## src/rtl/wish_stream_pkg.sv

```systemverilog
// Shared definitions for the wish_pack / wish_unpack width-conversion pair.
// Both blocks use the same slice-ordering rule, so pack followed by unpack is the identity.
package wish_stream_pkg;

    localparam bit ENDIAN_LITTLE = 1'b1;
    localparam bit ENDIAN_BIG    = 1'b0;

    function automatic int clog2(input int n);
        int r;
        r = 0;
        while ((1 << r) < n) r++;
        return r;
    endfunction

    // Bit offset of narrow word idx inside the wide word
    function automatic int slice_offset(input int idx, input int num, input int width,
                                        input bit endian);
        return endian ? idx * width : (num - 1 - idx) * width;
    endfunction

endpackage

```

## src/rtl/wish_out_reg.sv

```systemverilog
// Wide-word holding register with valid flag.
// A new word may load in the same cycle the current one drains.
module wish_out_reg #(
    parameter int DW = 32,
    parameter int TW = 2
) (
    input  logic          clk,
    input  logic          rst_n,
    input  logic          load,
    input  logic [DW-1:0] ld_dat,
    input  logic [TW-1:0] ld_tgc,
    input  logic          ack,
    output logic          vld,
    output logic [DW-1:0] dat,
    output logic [TW-1:0] tgc
);

    always_ff @(posedge clk or negedge rst_n) begin
        if (!rst_n) begin
            vld <= 1'b0;
            dat <= '0;
            tgc <= '0;
        end else if (load) begin
            vld <= 1'b1;
            dat <= ld_dat;
            tgc <= ld_tgc;
        end else if (vld && ack) begin
            vld <= 1'b0;
        end
    end

endmodule

```

## src/rtl/wish_pack.sv

```systemverilog
// Packs NUM_PACK narrow stream words into one wide word; tags of the
// constituent words are ORed together.
module wish_pack
    import wish_stream_pkg::*;
#(
    parameter int DATA_WIDTH    = 8,
    parameter int NUM_PACK      = 4,
    parameter int TGC_WIDTH     = 2,
    parameter bit LITTLE_ENDIAN = ENDIAN_LITTLE
) (
    input  logic                           clk_i,
    input  logic                           rst_n_i,
    input  logic                           s_stb_i,
    input  logic                           s_cyc_i,
    output logic                           s_ack_o,
    output logic                           s_stall_o,
    input  logic [DATA_WIDTH-1:0]          s_dat_i,
    input  logic [TGC_WIDTH-1:0]           s_tgc_i,
    output logic                           d_stb_o,
    output logic                           d_cyc_o,
    input  logic                           d_ack_i,
    output logic [DATA_WIDTH*NUM_PACK-1:0] d_dat_o,
    output logic [TGC_WIDTH-1:0]           d_tgc_o
);

    localparam int IDX_W = clog2(NUM_PACK);
    localparam int WW    = DATA_WIDTH * NUM_PACK;

    logic [IDX_W-1:0]     idx;
    logic [WW-1:0]        acc;
    logic [TGC_WIDTH-1:0] tag_acc;
    logic [WW-1:0]        word_p0;
    logic [TGC_WIDTH-1:0] tag_p0;
    logic                 last;
    logic                 out_v;
    logic                 load;

    assign last      = (idx == IDX_W'(NUM_PACK - 1));
    assign s_ack_o   = s_stb_i & s_cyc_i & (~last | ~out_v | d_ack_i);
    assign s_stall_o = s_stb_i & s_cyc_i & ~s_ack_o;
    assign load      = s_ack_o & last;
    assign d_stb_o   = out_v;
    assign d_cyc_o   = out_v | (idx != '0);

    // Accumulator with the incoming word merged into its slot
    always_comb begin
        word_p0 = acc;
        for (int k = 0; k < NUM_PACK; k++) begin
            if (idx == IDX_W'(k))
                word_p0[slice_offset(k, NUM_PACK, DATA_WIDTH, LITTLE_ENDIAN) +: DATA_WIDTH] = s_dat_i;
        end
        tag_p0 = tag_acc | s_tgc_i;
    end

    always_ff @(posedge clk_i or negedge rst_n_i) begin
        if (!rst_n_i) begin
            idx     <= '0;
            acc     <= '0;
            tag_acc <= '0;
        end else if (!s_cyc_i) begin
            // Source dropped the cycle: discard any partial word
            idx     <= '0;
            tag_acc <= '0;
        end else if (s_ack_o) begin
            acc     <= word_p0;
            tag_acc <= last ? '0 : tag_p0;
            idx     <= last ? '0 : idx + IDX_W'(1);
        end
    end

    // Completed word hands off to the output register
    wish_out_reg #(
        .DW (WW),
        .TW (TGC_WIDTH)
    ) u_out_reg (
        .clk    (clk_i),
        .rst_n  (rst_n_i),
        .load   (load),
        .ld_dat (word_p0),
        .ld_tgc (tag_p0),
        .ack    (d_ack_i),
        .vld    (out_v),
        .dat    (d_dat_o),
        .tgc    (d_tgc_o)
    );

endmodule

```

## config.mk

```make
export PLATFORM = sky130hd
export DESIGN_NAME = wish_pack
export DESIGN_NICKNAME = d
export VERILOG_FILES = /design/src/rtl/wish_stream_pkg.sv /design/src/rtl/wish_out_reg.sv /design/src/rtl/wish_pack.sv
export SDC_FILE = /design/constraint.sdc
export NUM_CORES = 1
export LEC_CHECK = 0
export ABC_AREA = 1
export CORE_ASPECT_RATIO = 1.25
export CORE_UTILIZATION = 25
export DETAILED_ROUTE_END_ITERATION = 8
export GPL_ROUTABILITY_DRIVEN = 0
export GPL_TIMING_DRIVEN = 0
export PLACE_DENSITY = 0.49
export RECOVER_POWER = 100
export SYNTH_ARGS = -nofsm -noshare
export SYNTH_HDL_FRONTEND = slang
export SYNTH_SLANG_ARGS = --single-unit
```

## constraint.sdc

```tcl
create_clock -name clk_i -period 1.4 [get_ports clk_i]
set_input_delay 0.28 -clock clk_i [delete_from_list [all_inputs] [get_ports clk_i]]
set_output_delay 0.28 -clock clk_i [all_outputs]
set_load 0.05 [all_outputs]
```

==> flow_summary_export.csv <==
group,metric,value,unit
global_routing,antenna_found_initial,0,
setup_path,path_max_fanout,4,
floorplan,core_area,11670,sq um
yosys,synth.top_cells.by_area,"dfrtp_1 (54%), nand2_1 (29%), nand4_1 (7.0%), buf_2 (2.8%), ha_1 (1.7%)",
yosys,synth.yosys.warnings,0,
yosys,mappedNetlistNets,404,
floorplan,fp.dieH,124.9,um
power_and_ir_drop,p_leak,2.256,nW
power_and_ir_drop,ir_drop,0.0006792,V
global_routing,grt_pass1_vias,2797,
sta,timing.clock.skew,0.006987,ns
detailed_routing,drt-total-wl,8756,um
cts,cts_buffers,9,
setup_path,critical_path_arrival,1.48,ns
setup_path,path_class,"flip-flop to output port",
power_and_ir_drop,intPower,4.622,mW
global_routing,grt_max_degree,66,
detailed_routing,dr.first_iter.drc_count,87,
finish,final_cell_mix,"nand2_1 (218), dfrtp_1 (62), nand4_1 (34), clkdlybuf4s15_2 (33), nand2_2 (19)",
global_routing,grt.total_usage,15.24,%
placement,port_buffers,52,
sta,unrepaired_setup_endpoints_after_global_routing,"yes",
yosys,synth_area_leader_cell,"dfrtp_1",
detailed_routing,route.vias.total,2734,
finish,nNetsFinal,478,
cts,cts_sinks,65,
sta,holdWs,0.1209,ns
cts,ctsHoldBuffers,0,
detailed_routing,vias_per_cell,4.381,
sta,worst_slack,-0.3569,ns
cts,clkLatencyLatePin,0.33,ns
sta,fmax,569.2,MHz
finish,layout.cells.most_common,"nand2_1",
yosys,synth_cell_types,17,
finish,number_of_diodes_added_for_antenna_fixing,0,
sta,setup_viol,18,
floorplan,initial_core_utilization,25.87,%
run,drv_cap,0,
sta,timing.setup.tns,-1.095,ns
floorplan,horizontal_die_dimension,100.3,um
yosys,yosys_register_bits,65,
yosys,post_synthesis_cell_area,3019,sq um
power_and_ir_drop,switching_power,2.518,mW
floorplan,pin_count,53,
global_routing,global_route_wire_length_before_repair,14380,um
detailed_routing,wl_per_cell,14.03,um
detailed_routing,remaining_drc_errors,0,
global_routing,globalRoute.totalOverflow,0,
sta,final_max_slew_viol_count,0,
floorplan,dieArea,12520,sq um
cts,cts_tree,"yes",
sta,relSlewSlack,37.97,%
power_and_ir_drop,clkPwrFrac,33.3,%
setup_path,kind_of_end_point_of_the_critical_path,"output port",
floorplan,rows,44,
setup_path,crit_path_start_kind,"flip-flop",
power_and_ir_drop,power.density,1631,nW/um^2
setup_path,crit_required,1.12,ns
power_and_ir_drop,sequentialPowerShare,35.3,%
cts,worst_case_clock_buffer_depth,2,
yosys,netlist.area_leader.share,53.87,%
yosys,part_of_the_yosys_area_used_for_sequential_elements,53.87,%
run_status,violated_checks,"negative setup slack",
power_and_ir_drop,net_switching_share_of_the_total_power,35.27,%
min_path,worst_hold_check_path_type,"input pin to async pin",
yosys,postSynthAreaPerCell,7.842,sq um
sta,fin_crit_sh,125.5,%
cts,clock_tree.htree_level_count,3,
power_and_ir_drop,power.combinational.fraction,31.4,%
placement,dp_hpwl,5790,um
cts,worst_setup_hold_path_clk_slew,0.05,ns
finish,final_layout_size_suffix_gt1_share,26.57,%
finish,area_growth_syn_to_layout,44.96,%
detailed_routing,drtAntennaViolNets,0,
cts,root_buffer,"clkbuf_16",
yosys,synth_cells,385,
sta,final.min_clock_period,1.757,ns
detailed_routing,drt_pre_antenna_iters,4,
sta,tightest_slew,0.9304,ns
sta,report.final.hold_viol_count,0,
run_status,run_status,"finished with violations",
[power by group through the flow]
stage                     registers [mW]  logic (mW)  clock network (mW)
after floorplan                     3.25       0.706                   0
after global placement              2.53        2.15                   0
after detailed placement            2.54        2.17                   0
after CTS                           2.52        2.19                2.43
after global routing                2.58        2.43                2.50
final                               2.52        2.24                2.38
[registers in the layout, summed over array words and instances (netlist names)]
name,flops
u_out_reg.dat,32
acc,26
idx,2
tag_acc,2
u_out_reg.tgc,2
u_out_reg.vld,1
[synthesized netlist by cell type]
| master | n |
|---|---|
| nand2_1 | 235 |
| nand4_1 | 34 |
| buf_6 | 2 |
| inv_1 | 10 |
| inv_4 | 1 |
| or2_2 | 1 |
| nor2_1 | 2 |
| clkinv_4 | 1 |
| buf_2 | 17 |
| nand3_1 | 5 |
| nand3_2 | 1 |
| ha_1 | 4 |
| clkinv_1 | 1 |
| nand2_2 | 2 |
| clkbuf_1 | 3 |
| nand2_4 | 1 |
| dfrtp_1 | 65 |
[path summary, 6_finish.rpt]
check,startpoint,to,slack (ns),depth (start not counted)
min in group clk_i,s_cyc_i,idx[1],0.43,3
min reg2reg,u_out_reg.dat[14],u_out_reg.dat[14],0.47,2
max,idx[0],d_cyc_o,-0.36,5
max in group asynchronous,rst_n_i,idx[1],0.64,1
max reg2reg,idx[0],u_out_reg.dat[21],-0.07,9
min,rst_n_i,u_out_reg.dat[28],0.12,1
[cell families after synthesis]
logic type | count (synthesis) | synth area share, %
simple gates | 281 | 38.67
fa+ha+maj | 4 | 1.658
flops | 65 | 53.87
buf+inv | 35 | 5.802
[repair_timing]
item | in CTS | in global routing
buffers inserted | 6 | 8
hold endpoints to repair | 0 | 0
resized for setup | 156 | 37
pin swaps | 4 | 14
endpoints found under the setup margin | 96 | 40
[layer usage]
| layer | track usage [%] | vias up | wire length, um |
|---|---|---|---|
| li1 | - | 1364 | - |
| met1 | 20.11 | 1300 | 4052 |
| met2 | 24.17 | 59 | 4267 |
| met3 | 2.974 | 11 | 275 |
| met4 | 6.309 | 0 | 161 |
| met5 | 0 | - | 0 |
[final cells by class]
type,count,area [sq um]
inverter,13,87.58
buffer,19,143.9
timing repair buffer,66,679.4
clock buffer,12,246.5
sequential,65,1630
clock inverter,3,65.06
fill,1236,7295
tap,161,201.4
multi-input combinational,285,1323
[critical path, cell delays in order (launching register included)]
cell and delay [ns]:
dfrtp_2 0.44, inv_2 0.09, ha_4 0.17, clkinv_8 0.06
or2_4 0.23, buf_8 0.15
[metrics by stage]
step	area, sq um	power [mW]	worst slack [ns]	instances	utilization [%]
CTS	4240	7.134	-0.3646	616	36.33
detailed placement	3782	4.707	-1.173	598	32.41
global placement	3785	4.678	-2.496	598	32.43
global route	4377	7.512	-0.3963	624	37.50
floorplan	3063	3.959	0.0007048	385	-
finish	4377	7.140	-0.3569	624	37.50
(Power assumes the default switching activity.)
==> RTL change: new RTL, same settings <==
Make the reset (`rst_n` and `rst_n_i`) synchronous in 2 clocked blocks.
--- a/src/rtl/wish_out_reg.sv
+++ b/src/rtl/wish_out_reg.sv
@@ -15,7 +15,7 @@
     output logic [TW-1:0] tgc
 );
 
-    always_ff @(posedge clk or negedge rst_n) begin
+    always_ff @(posedge clk) begin
         if (!rst_n) begin
             vld <= 1'b0;
             dat <= '0;
--- a/src/rtl/wish_pack.sv
+++ b/src/rtl/wish_pack.sv
@@ -52,7 +52,7 @@
         tag_p0 = tag_acc | s_tgc_i;
     end
 
-    always_ff @(posedge clk_i or negedge rst_n_i) begin
+    always_ff @(posedge clk_i) begin
         if (!rst_n_i) begin
             idx     <= '0;
             acc     <= '0;
Check against the original RTL: differs if rst_n_i is asserted again (counterexample within 4 cycles, from zero or initial values and one cycle with rst_n_i low); with rst_n_i held inactive, the same outputs for 10 cycles.
==> RTL change against the original RTL <==
- the flow still finishes with violations (negative setup slack)
- sequential cell count is 2 lower
- worst setup slack better by 0.14 ns
- die area is 0.36% lower
- synthesized area is 0.37% lower
- final area is 0.89% lower
- non-clock buffer count is 1 lower
- routed wire length is 8.9% lower
- via count hardly changed
- largest cell class is now multi-input gates
Power is not compared: it rests on default switching activity, and its combinational part moved more than twofold at a synthesized area within 25%.
==> RTL change: results (changes against the original RTL) <==
| Metric | Value |
|---|---|
| DP HPWL | 5470 µm (-5.6%) |
| Failing checks | negative setup slack |
| Top post-synthesis cells by count | 98 x inv_1, 91 x nor2_1, 71 x nand2_1 |
| Final setup vio count | 19 (+1) |
| Post-synthesis sequential area ratio | 0.419 (-0.119) |
| Layout Nets | 532 (+11%) |
| Status | finished with violations |
| Worst-path fanout max | 3 (-1) |
| Share of cells above drive strength 1 | 0.229 (-0.0370) |
| Post-place setup slack | -1.15 ns (+0.0248 ns) |
| DP Area | 3740 µm² (-1.0%) |
| Vias in the first global route | 2684 (-4.0%) |
| First-pass GRT wire length | 13200 µm (-8.2%) |
| Average wire per standard cell | 11.8 µm (-16%) |
| Setup total negative slack | -1.58 ns (-0.489 ns) |
| Synthesized Nets | 459 (+14%) |
| Slew headroom | 0.726 (+0.347) |
| Largest registers | u_out_reg.dat (32), acc (24) |
| Met3 Wirelength | 318 µm (+16%) |
| Worst Clk Skew | 0.00884 ns (+0.00186 ns) |
| Setup ws final | -0.219 ns (+0.138 ns) |
| Met1 Wirelength | 3780 µm (-6.8%) |
| CTS Buf Count | 9 (unchanged) |
| Initial drt markers | 140 (+61%) |
| Area contributors post-synth | dfxtp_1 42%, inv_1 12%, nor2_1 11% |
| GRT Total Usage | 0.137 (-0.0151) |
| Worst stage delay on the critical path | 0.37 ns (-0.07 ns) |
| Largest net degree at the start of global routing | 17 (-74%) |
| Worst Hold Class | primary input to flip-flop |
RTL change: cell types whose count changed in the layout (fill, tap and decap cells not counted), moves of 34 or more:
cell / unedited run / this run
dfrtp_1: 62 / 0
dfxtp_1: 0 / 60
inv_1: 6 / 96
nand2_1: 218 / 67
nand4_1: 34 / 0
nor2_1: 1 / 87
RTL change: layout make-up:
cell class / count / share of cell area
Multi-Input combinational cell: 255 / 0.307
Sequential cell: 63 / 0.293
Timing Repair Buffer: 63 / 0.157
Inverter: 100 / 0.0871
Clock buffer: 14 / 0.0655
Tap cell: 161 / 0.0464
Buffer: 21 / 0.0438
RTL change: stage by stage:
| stage | cells | util | hold WS [ns] |
|---|---|---|---|
| after floorplan | 440 | - | 0.429 |
| after global placement | 653 | 0.321 | 0.463 |
| after global routing | 677 | 0.372 | 0.386 |
| after detailed placement | 653 | 0.321 | 0.471 |
| final | 677 | 0.372 | 0.372 |
| after CTS | 675 | 0.361 | 0.368 |
RTL change: what timing repair did:
item / in CTS / in global routing
gates cloned: 1 / 1
buffers inserted: 8 / 1
pin swaps: 3 / 17
endpoints found under the setup margin: 90 / 64
resized for setup: 153 / 55
RTL change: cells by family after synthesis:
family                   count (synthesis)  share of synthesized area
AO/OA/AOI/OAI                           81                      0.169
adder cells (fa/ha/maj)                  4                     0.0166
buffers and inverters                  122                      0.172
flip-flops                              63                      0.419
AND/OR/NAND/NOR                        170                      0.223
RTL change: path summary, 6_finish.rpt:
check,startpoint,endpoint,slack (ns),cells after the start
worst min register to register,acc[19]$_SDFFE_PN0P_,acc[19]$_SDFFE_PN0P_,0.48,2
worst max register to register,idx[1]$_SDFFE_PN0N_,u_out_reg.dat[8]$_SDFFE_PN0P_,-0.12,7
worst min-delay path,s_cyc_i,idx[0]$_SDFFE_PN0N_,0.37,3
worst max-delay path,idx[1]$_SDFFE_PN0N_,s_ack_o,-0.22,6
RTL change: worst reg2reg max path, stage by stage (launching register included):
cell and delay (ns):
dfxtp_4 0.36, inv_2 0.09, ha_1 0.31, clkbuf_4 0.27
nand2_1 0.06, o21ai_0 0.13, o21bai_1 0.15, nor2_1 0.10
RTL change: power groups by stage:
| stage | Clock, µW | Sequential (µW) | Combinational [µW] |
|---|---|---|---|
| final | 2140 | 1870 | 458 |
| after global routing | 2280 | 1870 | 510 |
| after CTS | 2200 | 1870 | 432 |
| after detailed placement | 0 | 1910 | 396 |
| after global placement | 0 | 1900 | 391 |
| after floorplan | 0 | 1910 | 256 |
RTL change: routing by layer:
layer  global-route usage  up-vias
li1                     -     1453
met3               0.0398        9
met4               0.0614        0
met5                    0        -
met2                0.216       56
met1                0.173     1215
